--- config.mk ---
export PLATFORM = sky130hd
export DESIGN_NAME = serial_subtractor_flat
export DESIGN_NICKNAME = d
export VERILOG_FILES = /design/src/rtl/serial_subtractor_if.sv /design/src/rtl/serial_subtractor.sv /design/src/flat_wrapper.sv
export SDC_FILE = /design/constraint.sdc
export NUM_CORES = 1
export LEC_CHECK = 0
export BUFFER_PORTS_ARGS = -buffer_cell sky130_fd_sc_hd__clkbuf_2
export CORE_ASPECT_RATIO = 0.7
export CORE_MARGIN = 1.5
export CORE_UTILIZATION = 30
export DETAILED_ROUTE_END_ITERATION = 16
export PLACE_DENSITY = 0.57
export SETUP_SLACK_MARGIN = 0.05
export SYNTH_ARGS = -nofsm -noshare
export SYNTH_HDL_FRONTEND = slang
export SYNTH_SLANG_ARGS = --single-unit
export TNS_END_PERCENT = 5
--- constraint.sdc ---
create_clock -name clk -period 2 [get_ports clk]
set_input_delay 0.1 -clock clk [delete_from_list [all_inputs] [get_ports clk]]
set_output_delay 0.1 -clock clk [all_outputs]
set_load 0.01 [all_outputs]
--- src/rtl/serial_subtractor_if.sv ---
// serial_subtractor_if -- operand/result bundle for serial_subtractor.
//   start, a, b                  : request and operands (master -> slave)
//   busy, done, diff, bout,
//   d_ser, v_ser                 : status, result and serial bit stream (slave -> master)
interface serial_subtractor_if #(
  parameter int unsigned WIDTH = 8
);
  logic             start;
  logic [WIDTH-1:0] a;
  logic [WIDTH-1:0] b;
  logic             busy;
  logic             done;
  logic [WIDTH-1:0] diff;
  logic             bout;
  logic             d_ser;
  logic             v_ser;

  modport master (
    output start, a, b,
    input  busy, done, diff, bout, d_ser, v_ser
  );

  modport slave (
    input  start, a, b,
    output busy, done, diff, bout, d_ser, v_ser
  );
endinterface

--- src/rtl/serial_subtractor.sv ---
// serial_subtractor -- bit-serial unsigned subtractor, LSB first, one bit per clock.
//   clk   : clock, rising edge
//   rst   : synchronous active-high reset
//   bus   : serial_subtractor_if.slave
//           start/a/b in; busy, done (one-cycle pulse), diff = (a-b) mod 2^WIDTH,
//           bout (a<b), d_ser/v_ser serial difference bit and its qualifier out.
// All outputs are registered. A start accepted at edge 0 gives busy in
// cycles 1..WIDTH and done in cycle WIDTH+1.
module serial_subtractor #(
  parameter int unsigned WIDTH = 8
) (
  input logic                clk,
  input logic                rst,
  serial_subtractor_if.slave bus
);
  localparam int unsigned CW = $clog2(WIDTH + 1);

  typedef enum logic [1:0] {IDLE, RUN, DONE} state_t;

  state_t           state_q, state_d;
  logic [WIDTH-1:0] a_q, a_d;
  logic [WIDTH-1:0] b_q, b_d;
  logic [WIDTH-1:0] diff_q, diff_d;
  logic [CW-1:0]    cnt_q, cnt_d;
  logic             br_q, br_d;
  logic             bout_q, bout_d;
  logic             busy_q, busy_d;
  logic             done_q, done_d;
  logic             dser_q, dser_d;

  logic d_cur;
  logic br_nxt;
  logic last_bit;
  logic accept;

  always_comb begin
    d_cur    = a_q[0] ^ b_q[0] ^ br_q;
    br_nxt   = (~a_q[0] & b_q[0]) | (~(a_q[0] ^ b_q[0]) & br_q);
    last_bit = (cnt_q == CW'(WIDTH - 1));
    accept   = bus.start && ((state_q == IDLE) || (state_q == DONE));

    state_d = state_q;
    a_d     = a_q;
    b_d     = b_q;
    diff_d  = diff_q;
    cnt_d   = cnt_q;
    br_d    = br_q;
    bout_d  = bout_q;
    dser_d  = 1'b0;

    case (state_q)
      IDLE, DONE: begin
        if (accept) begin
          state_d = RUN;
          a_d     = bus.a;
          b_d     = bus.b;
          diff_d  = '0;
          cnt_d   = '0;
          br_d    = 1'b0;
          bout_d  = 1'b0;
          // Bit 0 is registered at the accept edge so d_ser is valid in the
          // first busy cycle.
          dser_d  = bus.a[0] ^ bus.b[0];
        end else begin
          state_d = IDLE;
        end
      end
      RUN: begin
        diff_d = {d_cur, diff_q[WIDTH-1:1]};
        a_d    = a_q >> 1;
        b_d    = b_q >> 1;
        br_d   = br_nxt;
        if (last_bit) begin
          state_d = DONE;
          bout_d  = br_nxt;
        end else begin
          cnt_d  = cnt_q + 1'b1;
          // Look ahead one bit so the registered d_ser matches the bit being
          // folded into diff during the following cycle.
          dser_d = a_q[1] ^ b_q[1] ^ br_nxt;
        end
      end
      default: state_d = IDLE;
    endcase

    busy_d = (state_d == RUN);
    done_d = (state_d == DONE);
  end

  always_ff @(posedge clk) begin
    if (rst) begin
      state_q <= IDLE;
      a_q     <= '0;
      b_q     <= '0;
      diff_q  <= '0;
      cnt_q   <= '0;
      br_q    <= 1'b0;
      bout_q  <= 1'b0;
      busy_q  <= 1'b0;
      done_q  <= 1'b0;
      dser_q  <= 1'b0;
    end else begin
      state_q <= state_d;
      a_q     <= a_d;
      b_q     <= b_d;
      diff_q  <= diff_d;
      cnt_q   <= cnt_d;
      br_q    <= br_d;
      bout_q  <= bout_d;
      busy_q  <= busy_d;
      done_q  <= done_d;
      dser_q  <= dser_d;
    end
  end

  assign bus.busy  = busy_q;
  assign bus.v_ser = busy_q;
  assign bus.done  = done_q;
  assign bus.diff  = diff_q;
  assign bus.bout  = bout_q;
  assign bus.d_ser = dser_q;
endmodule

--- src/flat_wrapper.sv ---
// flat-port wrapper written by rule: the top's interface ports become plain ports
module serial_subtractor_flat 
#(
  parameter int unsigned WIDTH = 8
)
  (clk, rst, bus_start, bus_a, bus_b, bus_busy, bus_done, bus_diff, bus_bout, bus_d_ser, bus_v_ser);
  serial_subtractor_if #(.WIDTH(WIDTH)) bus_i ();
  input logic clk;
  input logic rst;
  input wire logic [$bits(bus_i.start)-1:0] bus_start;
  input wire logic [$bits(bus_i.a)-1:0] bus_a;
  input wire logic [$bits(bus_i.b)-1:0] bus_b;
  output wire logic [$bits(bus_i.busy)-1:0] bus_busy;
  output wire logic [$bits(bus_i.done)-1:0] bus_done;
  output wire logic [$bits(bus_i.diff)-1:0] bus_diff;
  output wire logic [$bits(bus_i.bout)-1:0] bus_bout;
  output wire logic [$bits(bus_i.d_ser)-1:0] bus_d_ser;
  output wire logic [$bits(bus_i.v_ser)-1:0] bus_v_ser;
  assign bus_i.start = bus_start;
  assign bus_i.a = bus_a;
  assign bus_i.b = bus_b;
  assign bus_busy = bus_i.busy;
  assign bus_done = bus_i.done;
  assign bus_diff = bus_i.diff;
  assign bus_bout = bus_i.bout;
  assign bus_d_ser = bus_i.d_ser;
  assign bus_v_ser = bus_i.v_ser;
  serial_subtractor #(.WIDTH(WIDTH)) u_core (.clk(clk), .rst(rst), .bus(bus_i));
endmodule
==> metrics.txt, run 1 <==
commonest non-fill, non-tap cell in the layout nand2_1; met3 Use GR 6.434%; most frequent cells in the layout 37 x nand2_1, 35 x dfxtp_1, 31 x clkbuf_2, 16 x nor2_1, 16 x nand3_1; Rel. slew slack 66.87%; final non-filler cell total 275; placed cells 267; Total Wirelength 3.356 mm; worst r2r src u_core.state_q[1]; pwr dens 853.3 mW/mm^2; critical path fanouts, max 14; post-CTS setup buffer count 0; post-place setup slack 592.3 ps; area added between synthesis and finish 20.63%; worst hold start bus_a[7]; # hold bufs at CTS 0; first-pass GRT wire length 5.561 mm; initial antenna violation count 0; router iterations before antenna repair 4; Final Critical Period 1431 ps; n_diodes 0; Max Clock Skew 4.942 ps; CTS tree built; vias 1296; clk slew on worst S/H paths 70 ps; DIE HEIGHT 61.65 microns; WP data arrival 1630 ps; DPL Wire Length 2.207 mm; RSZ-0062 raised after global routing no; #FFs+latches synth 35; # nets final 226; Die X-Extent 86.78 microns; DRC violations left 0; Startpoint Class flip-flop; hold slack final 23.10 ps; Iter 0 DRT Violations 79; Routed WL per cell 12.20 microns; Final Max Tran Viols 0; Clock Latency Late Sink 290 ps; Crit. End Element flip-flop; worst vdd ir 0.2083 mV; total CTS buffers 5; run status finished, final reports clean; CTS H-Tree Depth 2; core area 0.004756 sq mm; clock buffer depth 2; CP startpoint u_core.state_q[1]; share of cells above drive strength 1 21.36%; GR Layer Usage met2 21.54%; num rows 21; grt met1 use 18.21%; DIE AREA 0.005349 sq mm; largest net degree at the start of global routing 36; cell count after synthesis 177; GRT busiest layer met2; Vias/cell 4.713; Hold Crit Class input pin to flip-flop; Tcrit/Tclk final 71.54%; hold depth 3; sequential fraction of the synthesis area 47.54%; final hold violations 0; post_cts resized 0; Final ANT Viol Nets 0; CTS root buf clkbuf_8; Distinct cells, synth 27; Syn Nets 198; Reg2Reg Capture Point u_core.b_q[4]; Max Cap Violations 0; RD Place Congestion 0.7217; vias in the first global route 1237; Hold Path End u_core.a_q[7]; Tot GR Track Use 14.05%; GRT overflow 0; Critical Path RT 2200 ps; syn_area_per_cell 8.327 sq um; Final Setup Violations 0; Starting Density 30.99%; Least-Margin Pin Slew 496.9 ps; mapped cell area 0.001474 sq mm; maximum clock rate 698.9 MHz; Setup TNS 0 ps; I/O Pins 32; # port buffers 31; setup slack, reg-to-reg 570 ps; reg2reg path depth 4; kind of critical path flip-flop to flip-flop; setup ws final 569.2 ps; Syn. warnings 0; clock sinks 35; LEAKAGE 0.6994 nW
-- metal layers --
layer  part of all wire (%)  vias up  routed length (microns)
li1                       -      672                        -
met2                     41       25                     1378
met5                      0        -                        0
met3                    5.8        4                      195
met1                     52      595                     1749
met4                   0.95        0                       32
-- power breakdown --
part	switching, mW	internal (mW)
Sequential	0.0238	0.736
Clock	0.254	0.314
Combinational	0.112	0.0769
-- per-stage QoR --
stage / util [%] / instance area (sq um) / power (mW)
global route: 37.38 / 1778 / 1.587
CTS: 37.38 / 1778 / 1.528
finish: 37.38 / 1778 / 1.517
floorplan: - / 1474 / 0.9089
detailed placement: 35.28 / 1678 / 0.9650
global placement: 35.28 / 1678 / 0.9647
-- critical path: stages, from the launching register on --
cell	delay, ps
dfxtp_1	320
nand2b_1	410
buf_4	270
nand2_1	70
a311oi_1	270
-- worst max path at each step --
stage | endpoint | slack (ps) | depth (start not counted)
global placement | u_core.cnt_q[3] | 630 | 3
finish | u_core.b_q[4] | 570 | 4
CTS | u_core.b_q[4] | 580 | 4
floorplan | u_core.bus.d_ser | 740 | 4
detailed placement | u_core.a_q[6] | 590 | 4
global route | u_core.b_q[4] | 410 | 4
-- state kept, by name (all words and copies together), names as in the netlist --
register	count
u_core.a_q	8
u_core.b_q	8
u_core.bus.diff	8
u_core.cnt_q	4
u_core.state_q	2
u_core.br_q	1
u_core.bus.bout	1
u_core.bus.busy	1
u_core.bus.d_ser	1
u_core.bus.done	1
-- Yosys cell counts --
library cell  number  area, sq um
nand2_1           37        138.9
a21oi_1           14        70.07
and2b_1            1        7.510
ha_1               1        12.51
xor2_1             1        8.760
o211ai_1           1        7.510
buf_2              6        30.03
or4_1              1        7.510
dfxtp_1           35        700.7
nor2b_1            1        6.260
o21ai_0            2        10.01
fa_1               1        20.02
nor3_1             3        15.01
o32ai_1            1        8.760
mux2i_1            2        20.02
nor2_1            16        60.06
nand3_1           16        80.08
nand3b_1           2        15.01
buf_4              4        30.03
a311oi_1          14        122.6
clkbuf_1           6        22.52
or3_1              3        18.77
and3b_1            1        8.760
a31oi_1            1        6.260
xnor2_1            2        17.52
nand2b_1           4        25.02
inv_1              1        3.750
-- area by class of cell --
type	instances	area (sq um)
sequential	35	700.7
tap	69	86.33
clock buffer	8	100.1
multi-input combinational	125	686.9
timing repair buffer	37	200.2
inverter	1	3.754
fill	513	2978
-- cell families (layout without fill, tap and decap cells) --
group / count (synthesis) / in the layout / synth area share, %
xor gates and xnor gates: 3 / 3 / 1.783
DFF: 35 / 35 / 47.54
adders and majority gates: 2 / 2 / 2.207
AOI/OAI and AO/OA: 33 / 33 / 15.28
and+or+nand+nor: 85 / 85 / 25.98
buffers and inverters: 17 / 46 / 5.857
muxes: 2 / 2 / 1.358
(Power assumes the default switching activity.)
==> run 2: changes to the inputs <==
--- a/config.mk
+++ b/config.mk
@@ -5,12 +5,13 @@
 export SDC_FILE = /design/constraint.sdc
 export NUM_CORES = 1
 export LEC_CHECK = 0
+export ABC_AREA = 1
 export BUFFER_PORTS_ARGS = -buffer_cell sky130_fd_sc_hd__clkbuf_2
 export CORE_ASPECT_RATIO = 0.7
 export CORE_MARGIN = 1.5
 export CORE_UTILIZATION = 30
 export DETAILED_ROUTE_END_ITERATION = 16
-export PLACE_DENSITY = 0.57
+export PLACE_DENSITY = 0.58
 export SETUP_SLACK_MARGIN = 0.05
 export SYNTH_ARGS = -nofsm -noshare
 export SYNTH_HDL_FRONTEND = slang
==> constraint.sdc (replaced) <==
create_clock -name clk -period 1.2 [get_ports clk]
set_input_delay 0.06 -clock clk [delete_from_list [all_inputs] [get_ports clk]]
set_output_delay 0.06 -clock clk [all_outputs]
set_load 0.01 [all_outputs]
==> metrics.txt, run 2 <==
run status finished, final reports clean; mapped cell area 0.001629 sq mm; sequential fraction of the synthesis area 43.01%; commonest non-fill, non-tap cell in the layout nand2_1; Final Critical Period 1166 ps; GRT overflow 0; Distinct cells, synth 28; Vias/cell 4.475; Hold Crit Class input pin to flip-flop; Register Area 713.2 sq um; clock sinks 35; most frequent cells in the layout 32 x nand2_1, 31 x clkbuf_2, 29 x dfxtp_1, 16 x a21oi_1, 15 x nor2_1; Least-Margin Pin Slew 434.0 ps; #FFs+latches synth 35; Combinational Power Share 19.8%; Tot GR Track Use 13.43%; Clock Latency Late Sink 280 ps; post-route cell area 0.002143 sq mm; Final Setup Violations 0; CTS root buf clkbuf_8; Iter 0 DRT Violations 80; RSZ-0062 raised after global routing yes; clock share of power 31.9%; DPL Wire Length 2.503 mm; # nets final 263; largest net degree at the start of global routing 20; Syn Nets 217; CTS H-Tree Depth 2; switching part of the total 28.23%; pwr dens 1244 mW/mm^2; n_diodes 0; LEAKAGE 0.8475 nW; WP data arrival 1330 ps; CTS tree built; Max Cap Violations 0; Rel. slew slack 71.04%; maximum clock rate 857.5 MHz; synth cell count leaders 35 x dfxtp_1, 35 x nand2_1, 17 x a21oi_1, 17 x nor2_1, 12 x inv_1; # fillers 576; Total Wirelength 3.846 mm; # hold bufs at CTS 0; Max Clock Skew 5.644 ps; vias 1405; Pint 1.914 mW; worst vdd ir 0.6629 mV; I/O Pins 32; final hold violations 0; # port buffers 31; clk slew on worst S/H paths 70 ps; Flop pwr share 48.3%; area fraction of the dominant cell type after synthesis 43.01%; Critical Path RT 1360 ps; cell count after synthesis 196; Sw Pwr 752.7 uW; critical path fanouts, max 4; total CTS buffers 5; Starting Density 31.15%; Startpoint Class flip-flop; clock buffer depth 2; first-pass GRT wire length 6.127 mm; Die X-Extent 91.08 microns; Crit. End Element flip-flop; num rows 22; initial antenna violation count 0; router iterations before antenna repair 4; Tcrit/Tclk final 97.19%; Setup TNS 0 ps; Post-synth EDFFs 0; DIE AREA 0.005888 sq mm; Final ANT Viol Nets 0; Final Max Tran Viols 0; Syn. warnings 0; share of cells above drive strength 1 45.04%; largest area contributor in the netlist dfxtp_1; syn_area_per_cell 8.312 sq um; ys async rst share 0%; vias in the first global route 1265; kind of critical path flip-flop to flip-flop; Synth area leaders dfxtp_1 43%, nand2_1 8.1%, a21oi_1 5.2%; Routed WL per cell 12.25 microns; DIE HEIGHT 64.66 microns; area added between synthesis and finish 31.57%; placed cell area 0.001871 sq mm; RD Place Congestion 0.7569; top_reg_cell synth dfxtp_1; area of the multi-input gates 865.8 sq um; DRC violations left 0; core area 0.005230 sq mm
## run 2: changes by cell type in the layout (fill, tap and decap cells not counted), sizes merged, moves of 3 or more
cell / previous run / this run
a21oi: 14 / 26
a311oi: 14 / 0
buf: 6 / 18
inv: 1 / 15
nand2: 37 / 49
nand2b: 4 / 0
nand3: 16 / 8
nor3: 3 / 9
o211ai: 1 / 5
o21ai: 2 / 11
o22ai: 0 / 4
or2: 0 / 3
or3: 3 / 0
## run 2: routing by layer
metal	track usage [%]	wire, microns	vias to the layer above	share of wire [%]
li1	-	-	733	-
met1	19.56	1978	627	51
met2	18.10	1585	38	41
met3	4.108	223	7	5.8
met4	5.273	59	0	1.5
met5	0	0	-	0
## run 2: cell type report
class                      count  share of cell area, %
clock buffer                   6                  3.853
tap                           72                  4.203
inverter                      15                  3.211
sequential                    35                  33.27
clock inverter                 1                 0.2335
multi-input combinational    136                  40.40
timing repair buffer          49                  14.83
## run 2: power groups by stage
stage	Clock, mW	Combinational (mW)	Sequential (mW)
2_1_floorplan	0	0.337	1.30
3_3_place_gp	0	0.441	1.30
3_5_place_dp	0	0.441	1.30
4_1_cts	0.871	0.484	1.28
5_1_grt	0.935	0.586	1.30
6_report	0.852	0.527	1.29
## run 2: path summary, 6_finish.rpt
check                       endpoint                from  cells after the start  slack [ps]
hold reg to reg   u_core.bus.diff[0]  u_core.bus.diff[0]                      2         460
hold / removal         u_core.b_q[7]            bus_b[7]                      3          10
setup / recovery       u_core.b_q[3]   u_core.state_q[0]                      6          30
setup reg to reg       u_core.b_q[3]   u_core.state_q[0]                      6          30
## run 2: what timing repair did
action	in CTS	in global routing
endpoints found under the setup margin	31	19
resized for setup	14	25
pin swaps	3	6
buffers inserted	6	0
endpoints found under the hold margin	0	0
## run 2: kinds of logic after synthesis
family	count (synthesis)	synth area share [%]
adder cells (fa/ha/maj)	2	1.997
AND/OR/NAND/NOR	88	28.03
flip-flops	35	43.01
buffers and inverters	25	9.677
AO/OA/AOI/OAI	46	17.28
## run 2: critical path, stage by stage (launching register included)
cell and delay [ps]:
dfxtp_4 370, inv_6 90, nor2_8 50, buf_4 130
buf_4 130, o211ai_1 190, a21oi_1 90
## run 2: metrics by stage
stage / utilization [%] / power [mW] / worst slack (ps) / std cells / hold WS, ps
2_1_floorplan: - / 1.637 / 72.24 / 196 / 200.8
3_3_place_gp: 35.77 / 1.744 / -29.98 / 301 / 305.0
3_5_place_dp: 35.77 / 1.745 / -50.72 / 301 / 307.6
4_1_cts: 39.19 / 2.641 / 43.78 / 314 / 10.65
5_1_grt: 40.98 / 2.819 / -13.17 / 314 / 12.25
6_report: 40.98 / 2.667 / 33.77 / 314 / 12.28
==> run 3: changes to the inputs <==
--- a/config.mk
+++ b/config.mk
@@ -8,7 +8,6 @@
 export ABC_AREA = 1
 export BUFFER_PORTS_ARGS = -buffer_cell sky130_fd_sc_hd__clkbuf_2
 export CORE_ASPECT_RATIO = 0.7
-export CORE_MARGIN = 1.5
 export CORE_UTILIZATION = 30
 export DETAILED_ROUTE_END_ITERATION = 16
 export PLACE_DENSITY = 0.58
==> metrics.txt, run 3 (synthesized netlist as in run 2, its figures left out) <==
DIE AREA 0.005734 sq mm; Reg2Reg Capture Point u_core.bus.busy; I/O Pins 32; vias 1432; # port buffers 31; Tot GR Track Use 14.03%; switching part of the total 26.14%; WP data arrival 1390 ps; critical path fanouts, max 6; Clock Latency Late Sink 290 ps; num rows 22; Flop pwr share 44.8%; Vias/cell 4.546; RSZ-0062 raised after global routing yes; crit-path most repeated cell buf_4; CP delay by family, top buffers and inverters; clock share of power 38.0%; router iterations before antenna repair 4; Starting Density 31.15%; Tot Pwr 2.866 mW; core area 0.005230 sq mm; Critical path buffers and inverters 3; Final Max Tran Viols 0; first-pass GRT wire length 6.230 mm; Tcrit/Tclk final 97.83%; setup slack, reg-to-reg 30 ps; worst r2r src u_core.state_q[1]; run status finished, final reports clean; Combinational Power Share 17.2%; CTS H-Tree Depth 2; GRT overflow 0; maximum clock rate 851.8 MHz; Least-Margin Pin Slew 426.0 ps; worst vdd ir 0.4048 mV; hold depth 3; CTS tree built; Hold Path End u_core.a_q[6]; Die X-Extent 90.08 microns; clock sinks 35; Final Setup Violations 0; clk slew on worst S/H paths 70 ps; hold slack final 8.717 ps; Total Wirelength 3.780 mm; Max Cap Violations 0; Iter 0 DRT Violations 54; largest net degree at the start of global routing 20; reg2reg path depth 6; commonest non-fill, non-tap cell in the layout nand2_1; total CTS buffers 5; most frequent cells in the layout 34 x nand2_1, 31 x clkbuf_2, 31 x dfxtp_1; Sw Pwr 749.2 uW; worst-path cell chain buf_6 > nor2_8 > nand2_4 > buf_4 > buf_4 > a21oi_1; # nets final 263; area added between synthesis and finish 29.88%; DPL Wire Length 2.558 mm; n_diodes 0; kind of critical path flip-flop to flip-flop; Final Critical Period 1174 ps; worst hold start bus_a[6]; Hold Crit Class input pin to flip-flop; LEAKAGE 0.8491 nW; Startpoint Class flip-flop; Routed WL per cell 12.00 microns; crit-path max cell delay 330 ps; Max Clock Skew 4.905 ps; RD Place Congestion 0.7447; pwr dens 1355 mW/mm^2; Rel. slew slack 71.57%; Slowest-stage cell, CP dfxtp_2; clock buffer depth 2; vias in the first global route 1346; initial antenna violation count 0; DRC violations left 0; Pint 2.117 mW; # hold bufs at CTS 0; share of cells above drive strength 1 41.56%; final hold violations 0; DIE HEIGHT 63.66 microns; CTS root buf clkbuf_8; Critical Path RT 1410 ps; Final ANT Viol Nets 0; Crit. End Element flip-flop
run 3: what timing repair did:
item,4_1_cts,5_1_grt
resized for setup,7,15
endpoints found under the hold margin,0,0
setup buffers,1,1
setup endpoints to repair,30,27
cloned,0,1
pin swaps,1,5
run 3: worst max path at each step:
stage	startpoint	to	cells past startpoint
finish	u_core.state_q[1]	u_core.bus.busy	6
global route	u_core.state_q[1]	u_core.cnt_q[1]	7
CTS	u_core.cnt_q[0]	u_core.bus.d_ser	6
detailed placement	u_core.state_q[0]	u_core.b_q[1]	3
global placement	u_core.state_q[0]	u_core.bus.d_ser	5
floorplan	u_core.cnt_q[0]	u_core.cnt_q[1]	6
run 3: worst register-to-register path, delay by kind of cell (launching register included):
| kind | cells | cell delay (ps) |
|---|---|---|
| AOI/OAI and AO/OA | 1 | 120 |
| buffers and inverters | 3 | 390 |
| and+or+nand+nor | 2 | 270 |
| DFF | 1 | 330 |
run 3: metal layers:
layer,up-vias,global-route usage (%),routed length [microns]
met3,5,4.710,223
met4,0,5.847,43
met2,36,20.04,1557
met5,-,0,0
met1,651,19.14,1955
li1,740,-,-
run 3: power by group through the flow:
stage	Combinational, mW	Clock [mW]	Sequential [mW]
2_1_floorplan	0.337	0	1.30
3_3_place_gp	0.462	0	1.30
3_5_place_dp	0.460	0	1.31
4_1_cts	0.471	1.13	1.28
5_1_grt	0.549	1.17	1.29
6_report	0.493	1.09	1.28
run 3: final cells by class:
| class | instances | area (sq um) |
|---|---|---|
| Fill cell | 552 | 3114 |
| Clock buffer | 6 | 82.58 |
| Timing Repair Buffer | 48 | 299.0 |
| Tap cell | 72 | 90.09 |
| Multi-Input combinational cell | 137 | 829.5 |
| Clock inverter | 2 | 35.03 |
| Inverter | 15 | 71.32 |
| Sequential cell | 35 | 708.2 |
run 3: stage by stage:
stage / cells / worst slack [ps] / area, sq um / setup TNS, ps / util [%]
floorplan: 196 / 72.24 / 1629 / 0 / -
global placement: 304 / -29.18 / 1906 / -94.62 / 36.44
detailed placement: 304 / -41.80 / 1906 / -214.1 / 36.44
CTS: 313 / 34.56 / 2047 / 0 / 39.14
global route: 315 / -8.247 / 2116 / -30.29 / 40.45
finish: 315 / 26.06 / 2116 / 0 / 40.45
